===== src/rtl/op_select.sv =====
// Operation-select front end: synchronises and debounces the confirm button,
// validates the operation switches on a confirmed press and latches op_type.
module op_select #(
  parameter int DB_CYCLES = 2_000_000
) (
  input  logic       clk,
  input  logic       rst_n,
  input  logic       en,
  input  logic       clr,
  input  logic [3:0] sw_op,
  input  logic       btn_confirm,
  output logic [3:0] op_type,
  output logic       op_valid,
  output logic       op_err,
  output logic       locked
);

  localparam int CW = (DB_CYCLES > 1) ? $clog2(DB_CYCLES) : 1;
  localparam logic [CW-1:0] CNT_MAX = CW'(DB_CYCLES - 1);

  typedef enum logic {
    SEL    = 1'b0,
    LOCKED = 1'b1
  } state_t;

  logic          sync1;
  logic          btn_s;
  logic          btn_db;
  logic          btn_db_q;
  logic [CW-1:0] cnt;
  logic          press;
  logic          legal;

  state_t        state;
  state_t        state_n;
  logic [3:0]    op_type_n;
  logic          op_valid_n;
  logic          op_err_n;

  always_ff @(posedge clk or negedge rst_n) begin
    if (!rst_n) begin
      sync1 <= 1'b0;
      btn_s <= 1'b0;
    end else begin
      sync1 <= btn_confirm;
      btn_s <= sync1;
    end
  end

  // btn_db only follows btn_s after DB_CYCLES consecutive disagreeing samples.
  always_ff @(posedge clk or negedge rst_n) begin
    if (!rst_n) begin
      btn_db   <= 1'b0;
      btn_db_q <= 1'b0;
      cnt      <= '0;
    end else begin
      btn_db_q <= btn_db;
      if (btn_s != btn_db) begin
        if (cnt == CNT_MAX) begin
          btn_db <= btn_s;
          cnt    <= '0;
        end else begin
          cnt <= cnt + 1'b1;
        end
      end else begin
        cnt <= '0;
      end
    end
  end

  assign press = btn_db & ~btn_db_q;

  always_comb begin
    legal = 1'b0;
    case (sw_op)
      4'b0001, 4'b0010, 4'b0100, 4'b1000, 4'b1111: legal = 1'b1;
      default:                                     legal = 1'b0;
    endcase
  end

  // op_valid / op_err are single-cycle, mutually exclusive pulses with no
  // back-pressure; op_type is stable whenever op_valid is high and until clr.
  always_comb begin
    state_n    = state;
    op_type_n  = op_type;
    op_valid_n = 1'b0;
    op_err_n   = 1'b0;
    case (state)
      SEL: begin
        if (clr) begin
          op_type_n = '0;
        end else if (press && en) begin
          if (legal) begin
            op_type_n  = sw_op;
            op_valid_n = 1'b1;
            state_n    = LOCKED;
          end else begin
            op_err_n = 1'b1;
          end
        end
      end
      LOCKED: begin
        if (clr) begin
          op_type_n = '0;
          state_n   = SEL;
        end
      end
    endcase
  end

  always_ff @(posedge clk or negedge rst_n) begin
    if (!rst_n) begin
      state    <= SEL;
      op_type  <= '0;
      op_valid <= 1'b0;
      op_err   <= 1'b0;
    end else begin
      state    <= state_n;
      op_type  <= op_type_n;
      op_valid <= op_valid_n;
      op_err   <= op_err_n;
    end
  end

  assign locked = (state == LOCKED);

endmodule

===== config.mk =====
export PLATFORM = sky130hd
export DESIGN_NAME = op_select
export DESIGN_NICKNAME = d
export VERILOG_FILES = /design/src/rtl/op_select.sv
export SDC_FILE = /design/constraint.sdc
export NUM_CORES = 1
export LEC_CHECK = 0
export BUFFER_PORTS_ARGS = -buffer_cell sky130_fd_sc_hd__buf_2
export CORE_MARGIN = 2
export CORE_UTILIZATION = 64
export CTS_BUF_LIST = sky130_fd_sc_hd__clkbuf_2
export CTS_CLUSTER_DIAMETER = 150
export DETAILED_ROUTE_END_ITERATION = 7
export GPL_TIMING_DRIVEN = 0
export PLACE_DENSITY = 0.86
export REMOVE_ABC_BUFFERS = 1
export SYNTH_ARGS = -nofsm -noshare
export SYNTH_HDL_FRONTEND = slang
export SYNTH_SLANG_ARGS = --single-unit

===== constraint.sdc =====
create_clock -name clk -period 4.85 [get_ports clk]
set_input_delay 0.97 -clock clk [delete_from_list [all_inputs] [get_ports clk]]
set_output_delay 0.97 -clock clk [all_outputs]
set_load 0.02 [all_outputs]

After elaboration in Yosys (flattened, before gate mapping)
Index checks and enable logic that the tools add are counted.

operators by class
  equality and inequality tests = 10
  order comparisons = 0
  divide/modulo/power cells = 0
  add/sub/neg operators = 1
  multiply operators = 0
  reductions and logical operators = 4
  multiplexer cells = 18
  shifts and indexed selects = 0
  bitwise operators = 3

operator list
  operator                 number
  $mux W21                 2
  $add A21 B1 Y21 const B  1
  $eq A21 B21 Y1 const B   1
  $mux W4                  4
  $mux W1                  10
  $eq A4 B4 Y1 const B     2
  $pmux W4 S2              1
  $ne A3 B3 Y1 const B     2
  $reduce_or A5 Y1         1
  $eq A4 B1 Y1 const B     1
  $eq A4 B2 Y1 const B     1
  $eq A4 B3 Y1 const B     1
  $reduce_and A3 Y1        1
  $ne A2 B2 Y1 const B     1
  $not A1 Y1               2
  $pmux W1 S2              1
  $reduce_and A2 Y1        1
  $and A1 B1 Y1            1
  $logic_and A1 B1 Y1      1
  $ne A1 B1 Y1             1

word-level totals
  flip-flop bits (word level) = 32
  bits in writable memories = 0
  bits of input ports = 9
  bits in read-only memories = 0
  memories kept = 0
  logic and storage cells = 45
  bits in latches = 0

Depth between registers and ports, before layout
Gate-level depths: netlist of the first run.

  depth after elaboration = 7
  gate-level depth with buffers = 6
  mapped depth without buffers = 5

Least setup slack after synthesis of the first run
Ideal clock, no wire load.

  path type = in2reg
  start = input sw_op[0]
  end = register op_type[0]
  required time = 4.783 ns
  setup time = 0.067 ns
  stages on the path = 4
  arrival = 1.944 ns
  slack = 2.839 ns
  cells stage by stage = or3_1 -> a21o_1 -> a21boi_1 -> a22o_1

between the ends
  word-level cells in the longest chain between the ends = 5

RTL lines
  item                                  line  RTL
  from (decl)                           10    input logic [3:0] sw_op,
  $eq A4 B1 Y1 (tied with other cells)  75    case (sw_op)
  $reduce_or A5 Y1                      75
  $mux W1                               75
  $ne A3 B3 Y1 (no line)                -
  $reduce_and A3 Y1 (no line)           -
  to (signal assigned)                  119   op_type <= op_type_n;
  to (decl)                             12    output logic [3:0] op_type,

Several ways; a longest one is shown, not always the timed one. The select of a mux whose other input is x is not followed.
A chain may end at the register's enable or synchronous reset.

Final worst setup path of the first run
  start = register cnt[14]
  end = register cnt[5]

between the ends
  word-level cells in the longest chain between the ends = 3

RTL lines
  item                    line  RTL
  from (decl)             30    logic [CW-1:0] cnt;
  from (signal assigned)  63    cnt <= cnt + 1'b1;
  $eq A21 B21 Y1          59    if (cnt == CNT_MAX) begin
  $mux W21                59
  $mux W21                58    if (btn_s != btn_db) begin

Every way passes these cells.

==> flow_summary_export.csv, run 1 <==
group,metric,value,unit
synthesis,ys.flop_type,"dfrtp_1",
timing,slew_headroom,0.545,
global_routing,grt_max_degree,33,
run_status,status,"completed",
floorplan,start_util,0.677,
timing,finalWorstSetupSlack,2740,ps
global_routing,grt_overflow,0,
power,p_leak,0.000707,uW
routing,ant_nets,0,
synthesis,synth_compound_area_frac,0.112,
synthesis,synth-xor-area-share,0.0926,
min_path,min-delay-start,"sync1",
global_routing,antenna_found_initial,0,
routing,drt_first_pass_iters,4,
placed_design,hpwl,1920,um
synthesis,ys_seq_elements,32,
synthesis,yosys_warnings,0,
synthesis,synth_largest_area_cell,"dfrtp_1",
clocking,clock-sinks,32,
clocking,postCtsHoldBufs,0,
timing,rsz0062_at_grt,"false",
power,ir_drop,0.000209,V
min_path,whs_path_depth,0,
routing,drtIter0Drc,28,
final_layout,synthToLayoutAreaGrowth,8.77,%
placed_design,io_buffers,15,
clocking,clock_latency,380,ps
min_path,hold_end,"btn_s",
synthesis,synth_fa_ha_area_frac,0.00827,
final_layout,num_antenna_cells,0,
setup_path,cp_data_required_time,5100,ps
global_routing,grt.total_usage,0.246,
timing,setup_viol,0,
power,powerDensity,257,mW/mm^2
final_layout,fin_nets,173,
final_layout,multi_input_area,677,um^2
floorplan,fp.dieH,52.6,um
global_routing,grt_pass1_wl,4720,um
clocking,post_cts_buffers,0,
setup_path,ff2ff_setup_slack,2740,ps
setup_path,crit_type,"reg -> reg",
setup_path,start_kind,"flip-flop",
timing,tightest_slew,682,ps
final_layout,fill_cells,160,
setup_path,cp_max_fo,19,
setup_path,r2r_start,"cnt[14]",
clocking,h-tree-depth,2,
min_path,hold_path_class,"reg -> reg",
routing,wl_per_cell,14.5,um
final_layout,drive_gt1_frac,0.171,
synthesis,netlist_area,0.00151,mm^2
flow_run,cap_violations,0,
clocking,path_clk_slew,170,ps
synthesis,syn_area_per_cell,10.6,um^2
routing,avgViaCountPerCell,5.97,
synthesis,ys_top_cells_by_count,"dfrtp_1, nor2_1, xnor2_1, nand3_1",
global_routing,grt_pass1_vias,1105,
synthesis,synth-simple-area-share,0.227,
synthesis,ys_top_cells_by_area,"dfrtp_1, xnor2_1, nor2_1",
placed_design,place_ws,2540,ps
setup_path,crit_arrival,2360,ps
synthesis,synth_top_family_by_area,"simple AND/OR/NAND/NOR gates",
timing,clock_skew,17.7,ps
floorplan,core,0.00223,mm^2
synthesis,yosys.area.top_type_share,0.529,
synthesis,ys_seq_area_frac,0.529,
routing,num_vias,1147,
synthesis,synth_edf_count,0,
floorplan,pin_count,16,
synthesis,synthArstFlopShare,1.00,
synthesis,synthCells,143,
synthesis,synthMuxAreaShare,0.00744,
timing,hold_viol,0,
setup_path,reg2reg_depth,4,
timing,period_share,0.435,
timing,final.setup.tns,0,ps
setup_path,worstReg2RegEnd,"cnt[5]",
clocking,ctsResizeCount,0,
timing,fin_crit,2110,ps
floorplan,fp.dieW,52.6,um
routing,detail_route.wirelength,2780,um
clocking,root_buffer,"clkbuf_2",
synthesis,synth.distinct_cells,35,
final_layout,seq_area,801,um^2
clocking,cts_max_path_buffers,2,
clocking,numCtsBuffers,5,
floorplan,rows,17,
setup_path,crit_path_end_kind,"flip-flop",
timing,fmax,474,MHz
timing,slew_violations,0,
routing,route.detailed.drc,0,
synthesis,yosysMostFrequentCell,"dfrtp_1",
placed_design,gp_congestion,0.800,
floorplan,die_area,0.00277,mm^2
clocking,cts_tree,"built",
[per-stage QoR]
| stage | cells | hold WS [ps] | area, um^2 | utilization | power (uW) |
|---|---|---|---|---|---|
| floorplan | 141 | 331 | 1500 | - | 288 |
| global placement | 184 | 333 | 1610 | 0.719 | 299 |
| detailed placement | 184 | 338 | 1610 | 0.719 | 301 |
| CTS | 192 | 397 | 1650 | 0.737 | 427 |
| global route | 192 | 408 | 1650 | 0.737 | 442 |
| finish | 192 | 399 | 1650 | 0.737 | 422 |
[cells by family after synthesis]
logic type                 after synthesis
AOI/OAI and AO/OA                       23
xor gates and xnor gates                16
adders and majority gates                1
buffers and inverters                    7
DFF                                     32
muxes                                    1
and+or+nand+nor                         63
[where the power goes]
part | internal [uW] | switching [uW] | total [uW]
logic | 7.78 | 15.4 | 23.2
clock network | 38.6 | 88.2 | 127
registers | 270 | 2.68 | 272
total | 316 | 106 | 422
[worst max-delay path, stage by stage, from the launching register on]
cell	delay, ps
dfrtp_1	460
or4_1	510
or4_4	520
o21bai_4	400
nor2_1	110
[how the worst max path moves through the flow]
stage	start	end
floorplan	sw_op[0]	op_type[0]
global placement	sw_op[0]	op_type[1]
detailed placement	sw_op[0]	op_type[1]
CTS	cnt[14]	cnt[9]
global route	cnt[14]	cnt[10]
finish	cnt[14]	cnt[5]
[cells in the final DEF (no fill, tap or decap), types with 2 or more instances in the layout]
master	Yosys	layout
a21oi_1	6	6
nand3_1	8	8
nand4_1	5	5
nor4_1	3	3
nor2_1	19	19
nand3b_1	2	2
inv_1	5	5
nand2_1	6	6
clkbuf_2	1	7
xor2_1	4	4
o21ai_0	4	4
buf_2	0	15
xnor2_1	12	12
a22o_1	4	4
nor3_1	5	5
or3_1	5	5
dfrtp_1	32	32
or4_1	4	4
[final cells by class]
type                            instances  area share
Clock inverter                          1     0.00228
Sequential cell                        32       0.487
Clock buffer                            7      0.0213
Inverter                                5      0.0114
Timing Repair Buffer                   15      0.0456
Multi-Input combinational cell        104       0.411
Tap cell                               28      0.0213
[flip-flops by register name, indices dropped and copies added, names as in the netlist]
name      flops
cnt          21
op_type       4
btn_db        1
btn_db_q      1
btn_s         1
locked        1
op_err        1
op_valid      1
sync1         1
[per-layer routing]
metal / part of all wire / GRT usage / vias to the layer above
met5: 0 / 0 / -
met4: 0.015 / 0.111 / 0
met3: 0.048 / 0.0943 / 6
met2: 0.50 / 0.404 / 31
met1: 0.43 / 0.284 / 551
li1: - / - / 559
Note: power is estimated with default switching activity, not from simulation.
==> run 2: changes to the inputs <==
--- a/config.mk
+++ b/config.mk
@@ -7,12 +7,12 @@
 export LEC_CHECK = 0
 export BUFFER_PORTS_ARGS = -buffer_cell sky130_fd_sc_hd__buf_2
 export CORE_MARGIN = 2
-export CORE_UTILIZATION = 64
+export CORE_UTILIZATION = 60
 export CTS_BUF_LIST = sky130_fd_sc_hd__clkbuf_2
 export CTS_CLUSTER_DIAMETER = 150
 export DETAILED_ROUTE_END_ITERATION = 7
 export GPL_TIMING_DRIVEN = 0
-export PLACE_DENSITY = 0.86
+export PLACE_DENSITY = 0.81
 export REMOVE_ABC_BUFFERS = 1
 export SYNTH_ARGS = -nofsm -noshare
 export SYNTH_HDL_FRONTEND = slang
==> constraint.sdc (replaced) <==
create_clock -name clk -period 2.03 [get_ports clk]
set_input_delay 0.406 -clock clk [delete_from_list [all_inputs] [get_ports clk]]
set_output_delay 0.406 -clock clk [all_outputs]
set_load 0.02 [all_outputs]
==> flow_summary_export.csv, run 2 (same netlist as run 1, synthesis figures left out) <==
group,metric,value,unit
routing,wl_per_cell,14.5,um
placed_design,hpwl,2030,um
final_layout,largest_reg_flops,21,
setup_path,crit_type,"reg -> reg",
floorplan,rows,18,
timing,tightest_slew,683,ps
clocking,cts_max_path_buffers,2,
final_layout,drive_gt1_frac,0.238,
clocking,h-tree-depth,2,
final_layout,final_cell_mix,"dfrtp_1, nor2_1, buf_2, xnor2_1, nand3_1",
run_status,status,"completed",
clocking,path_clk_slew,170,ps
global_routing,antenna_found_initial,0,
clocking,clock-sinks,32,
floorplan,fp.dieW,54.2,um
power,p_leak,0.000764,uW
timing,hold_slack,52.0,ps
setup_path,start_kind,"flip-flop",
setup_path,cp_data_required_time,2290,ps
floorplan,start_util,0.622,
final_layout,largest_register,"cnt",
timing,period_share,0.981,
global_routing,grt.total_usage,0.226,
timing,clock_skew,23.1,ps
routing,drtIter0Drc,37,
routing,route.detailed.drc,0,
setup_path,reg2reg_depth,4,
final_layout,final_common_cell,"dfrtp_1",
final_layout,fin_nets,181,
global_routing,grt_overflow,0,
clocking,numCtsBuffers,5,
timing,fmax,502,MHz
setup_path,ff2ff_setup_slack,40,ps
setup_path,crit_path_end_kind,"flip-flop",
floorplan,pin_count,16,
timing,slew_violations,0,
power,ir_drop,0.000464,V
min_path,hold_path_class,"in -> async",
routing,num_vias,1186,
clocking,clock_latency,360,ps
setup_path,worstReg2RegEnd,"btn_db",
power,power.total,1140,uW
final_layout,final_core_util,0.725,
timing,slew_headroom,0.545,
setup_path,cp_max_fo,2,
routing,detail_route.wirelength,2930,um
timing,fin_crit,1990,ps
clocking,root_buffer,"clkbuf_2",
setup_path,r2r_start,"cnt[13]",
final_layout,synthToLayoutAreaGrowth,16.6,%
global_routing,grt_pass1_wl,4640,um
placed_design,gp_congestion,0.760,
placed_design,place_area,0.00161,mm^2
floorplan,core,0.00243,mm^2
setup_path,crit_arrival,2260,ps
routing,drt_first_pass_iters,4,
timing,hold_viol,0,
placed_design,io_buffers,15,
final_layout,final_area,0.00176,mm^2
power,powerDensity,645,mW/mm^2
global_routing,grt_pass1_vias,1061,
timing,final.setup.tns,0,ps
global_routing,grt_max_degree,33,
final_layout,top_regs,"cnt (21), op_type (4)",
routing,ant_nets,0,
final_layout,num_antenna_cells,0,
floorplan,die_area,0.00294,mm^2
routing,avgViaCountPerCell,5.87,
timing,setup_viol,0,
setup_path,critPathLaunch,"cnt[13]",
floorplan,fp.dieH,54.2,um
clocking,cts_tree,"built",
timing,rsz0062_at_grt,"true",
flow_run,cap_violations,0,
run 2: worst max path at each step:
stage | depth (start not counted) | end
3_3_place_gp | 4 | cnt[4]
3_5_place_dp | 4 | cnt[3]
5_1_grt | 5 | cnt[18]
2_1_floorplan | 4 | btn_db
4_1_cts | 5 | cnt[18]
6_report | 4 | btn_db
run 2: repair_timing:
action | CTS | global route
hold buffers | 0 | 0
buffers inserted | 4 | 4
endpoints found under the setup margin | 20 | 7
gates resized for setup | 1 | 4
pin swaps | 2 | 2
run 2: through the flow:
| step | setup slack [ps] | instances |
|---|---|---|
| final | 39.0 | 202 |
| after global routing | -27.4 | 202 |
| after CTS | 7.40 | 198 |
| after detailed placement | -83.7 | 186 |
| after global placement | -57.6 | 186 |
| after floorplan | 74.8 | 141 |
run 2: layout make-up:
type	count	area, um^2
Tap cell	30	37.5
Multi-Input combinational cell	104	694
Clock inverter	2	35.0
Timing Repair Buffer	23	148
Fill cell	176	668
Inverter	5	18.8
Clock buffer	6	30.0
Sequential cell	32	801
run 2: metal layers:
| layer | vias up | wire (um) | global-route usage |
|---|---|---|---|
| li1 | 579 | - | - |
| met3 | 5 | 102 | 0.0492 |
| met2 | 27 | 1500 | 0.361 |
| met5 | - | 0 | 0 |
| met4 | 0 | 36 | 0.100 |
| met1 | 575 | 1300 | 0.293 |
run 2: critical path: stages (launching register included):
cell and delay, ps:
dfrtp_1 410, or4_1 520, or4_4 540, nor2_4 100, mux2_2 330
run 2: where the power goes:
part / leakage (uW) / switching [uW] / internal (uW)
Combinational: 0.000281 / 39.4 / 25.6
Sequential: 0.000440 / 5.84 / 645
Clock: 0.0000430 / 211 / 212
Total: 0.000764 / 256 / 882
==> run 3: changes to the inputs <==
--- a/config.mk
+++ b/config.mk
@@ -5,14 +5,15 @@
 export SDC_FILE = /design/constraint.sdc
 export NUM_CORES = 1
 export LEC_CHECK = 0
+export ABC_AREA = 1
 export BUFFER_PORTS_ARGS = -buffer_cell sky130_fd_sc_hd__buf_2
 export CORE_MARGIN = 2
-export CORE_UTILIZATION = 60
+export CORE_UTILIZATION = 61
 export CTS_BUF_LIST = sky130_fd_sc_hd__clkbuf_2
 export CTS_CLUSTER_DIAMETER = 150
 export DETAILED_ROUTE_END_ITERATION = 7
 export GPL_TIMING_DRIVEN = 0
-export PLACE_DENSITY = 0.81
+export PLACE_DENSITY = 0.82
 export REMOVE_ABC_BUFFERS = 1
 export SYNTH_ARGS = -nofsm -noshare
 export SYNTH_HDL_FRONTEND = slang
==> flow_summary_export.csv, run 3 <==
group,metric,value,unit
power,swShare,0.250,
global_routing,grt_pass1_wl,5590,um
final_layout,final_core_util,0.695,
timing,period_share,0.777,
routing,detail_route.wirelength,3080,um
global_routing,antenna_found_initial,0,
routing,num_vias,1327,
floorplan,die_area,0.00320,mm^2
routing,ant_nets,0,
setup_path,reg2reg_depth,10,
floorplan,rows,19,
power,p_int,873,uW
floorplan,pin_count,16,
routing,route.detailed.drc,0,
timing,hold_viol,0,
setup_path,crit_arrival,1870,ps
setup_path,crit_path_end_kind,"flip-flop",
clocking,ctsResizeCount,0,
power,p_clk_frac,0.396,
synthesis,yosys_warnings,0,
floorplan,core,0.00269,mm^2
run_status,status,"completed",
synthesis,syn_area_per_cell,8.09,um^2
timing,clock_skew,21.4,ps
routing,wl_per_cell,11.8,um
placed_design,hpwl,2270,um
synthesis,synthArstFlopShare,1.00,
final_layout,fin_nets,240,
synthesis,ys_seq_area_frac,0.476,
floorplan,fp.dieW,56.5,um
synthesis,synthCells,208,
timing,rsz0062_at_grt,"false",
synthesis,ys.flop_type,"dfrtp_1",
clocking,postCtsHoldBufs,0,
final_layout,largest_reg_flops,21,
power,seqPwrFrac,0.558,
final_layout,largest_register,"cnt",
timing,fmax,634,MHz
setup_path,cp_max_fo,9,
flow_run,cap_violations,0,
power,ir_drop,0.000852,V
placed_design,gp_congestion,0.867,
clocking,post_cts_buffers,0,
timing,fin_crit,1580,ps
power,p_comb_frac,0.046,
timing,tightest_slew,697,ps
global_routing,grt_overflow,0,
routing,drtIter0Drc,42,
final_layout,final_cell_mix,"nand2_1, nor2_1, dfrtp_1, inv_1, buf_2",
setup_path,crit_type,"reg -> reg",
final_layout,drive_gt1_frac,0.229,
power,powerDensity,624,mW/mm^2
timing,final.setup.tns,0,ps
synthesis,synth_edf_count,0,
clocking,path_clk_slew,200,ps
routing,drt_first_pass_iters,4,
clocking,cts_tree,"built",
synthesis,ys_seq_elements,32,
setup_path,start_kind,"flip-flop",
global_routing,grt_max_degree,33,
global_routing,grt_pass1_vias,1244,
final_layout,final_common_cell,"nand2_1",
timing,slew_headroom,0.535,
clocking,clock-sinks,32,
final_layout,top_regs,"cnt (21), op_type (4)",
min_path,hold_path_class,"in -> async",
clocking,cts_max_path_buffers,2,
routing,avgViaCountPerCell,5.06,
final_layout,synthToLayoutAreaGrowth,11.0,%
synthesis,ys_top_cells_by_area,"dfrtp_1, nand2_1, nor2_1",
power,power_switching,292,uW
timing,slew_violations,0,
final_layout,num_antenna_cells,0,
placed_design,io_buffers,15,
timing,hold_slack,13.7,ps
clocking,numCtsBuffers,5,
global_routing,grt.total_usage,0.230,
clocking,h-tree-depth,2,
clocking,clock_latency,400,ps
synthesis,yosys.area.top_type_share,0.476,
clocking,root_buffer,"clkbuf_2",
synthesis,synth.distinct_cells,25,
synthesis,netlist_area,0.00168,mm^2
synthesis,ys_top_cells_by_count,"nand2_1, nor2_1, dfrtp_1, inv_1, nand3_1",
timing,setup_viol,0,
power,p_leak,0.000951,uW
setup_path,cp_data_required_time,2330,ps
floorplan,start_util,0.626,
floorplan,fp.dieH,56.5,um
synthesis,synth_largest_area_cell,"dfrtp_1",
synthesis,yosysMostFrequentCell,"nand2_1",
[run 3: routing by layer]
layer / up-vias / global-route usage / part of all wire
li1: 691 / - / -
met1: 610 / 0.294 / 0.47
met2: 20 / 0.374 / 0.48
met3: 6 / 0.0691 / 0.036
met4: 0 / 0.0714 / 0.014
met5: - / 0 / 0
[run 3: logic make-up after synthesis]
group,Yosys count,synth area share
xor gates and xnor gates,6,0.0357
adders and majority gates,1,0.00743
AOI/OAI and AO/OA,10,0.0349
DFF,32,0.476
and+or+nand+nor,138,0.399
buffers and inverters,21,0.0468
[run 3: metrics by stage]
step / power [uW] / area, um^2 / worst slack, ps / cells
6_report: 1160 / 1870 / 453 / 262
5_1_grt: 1210 / 1870 / 289 / 262
4_1_cts: 1180 / 1870 / 443 / 262
3_5_place_dp: 717 / 1800 / 480 / 254
3_3_place_gp: 715 / 1800 / 534 / 254
2_1_floorplan: 688 / 1680 / 688 / 208
[run 3: worst max-delay path: stages, from the launching register on]
cell and delay, ps:
dfrtp_1 430, ha_1 180, nand2_1 60, inv_2 100
nand2_4 100, nor2_4 130, nand3_2 130, nand2_4 150
inv_2 80, nand2_1 70, nor2_1 40
[run 3: path summary, 6_finish.rpt]
path / from / endpoint / slack, ps
max in group asynchronous: rst_n / cnt[14] / 1550
min in group clk: btn_confirm / sync1 / 100
hold reg to reg: sync1 / btn_s / 380
setup reg to reg: cnt[0] / cnt[14] / 450
hold / removal: rst_n / cnt[9] / 10
setup / recovery: cnt[0] / cnt[14] / 450
[run 3: final cells by class]
type / instances / area (um^2)
clock buffer: 5 / 25.0
clock inverter: 3 / 46.3
fill: 229 / 818
inverter: 21 / 78.8
multi-input combinational: 155 / 803
sequential: 32 / 801
tap: 31 / 38.8
timing repair buffer: 15 / 75.1
[run 3: power groups by stage]
stage | sequential, uW | combinational (uW) | clock (uW)
6_report | 650 | 53.7 | 461
5_1_grt | 651 | 62.9 | 498
4_1_cts | 650 | 55.3 | 470
3_5_place_dp | 662 | 55.1 | 0
3_3_place_gp | 661 | 53.7 | 0
2_1_floorplan | 661 | 27.4 | 0
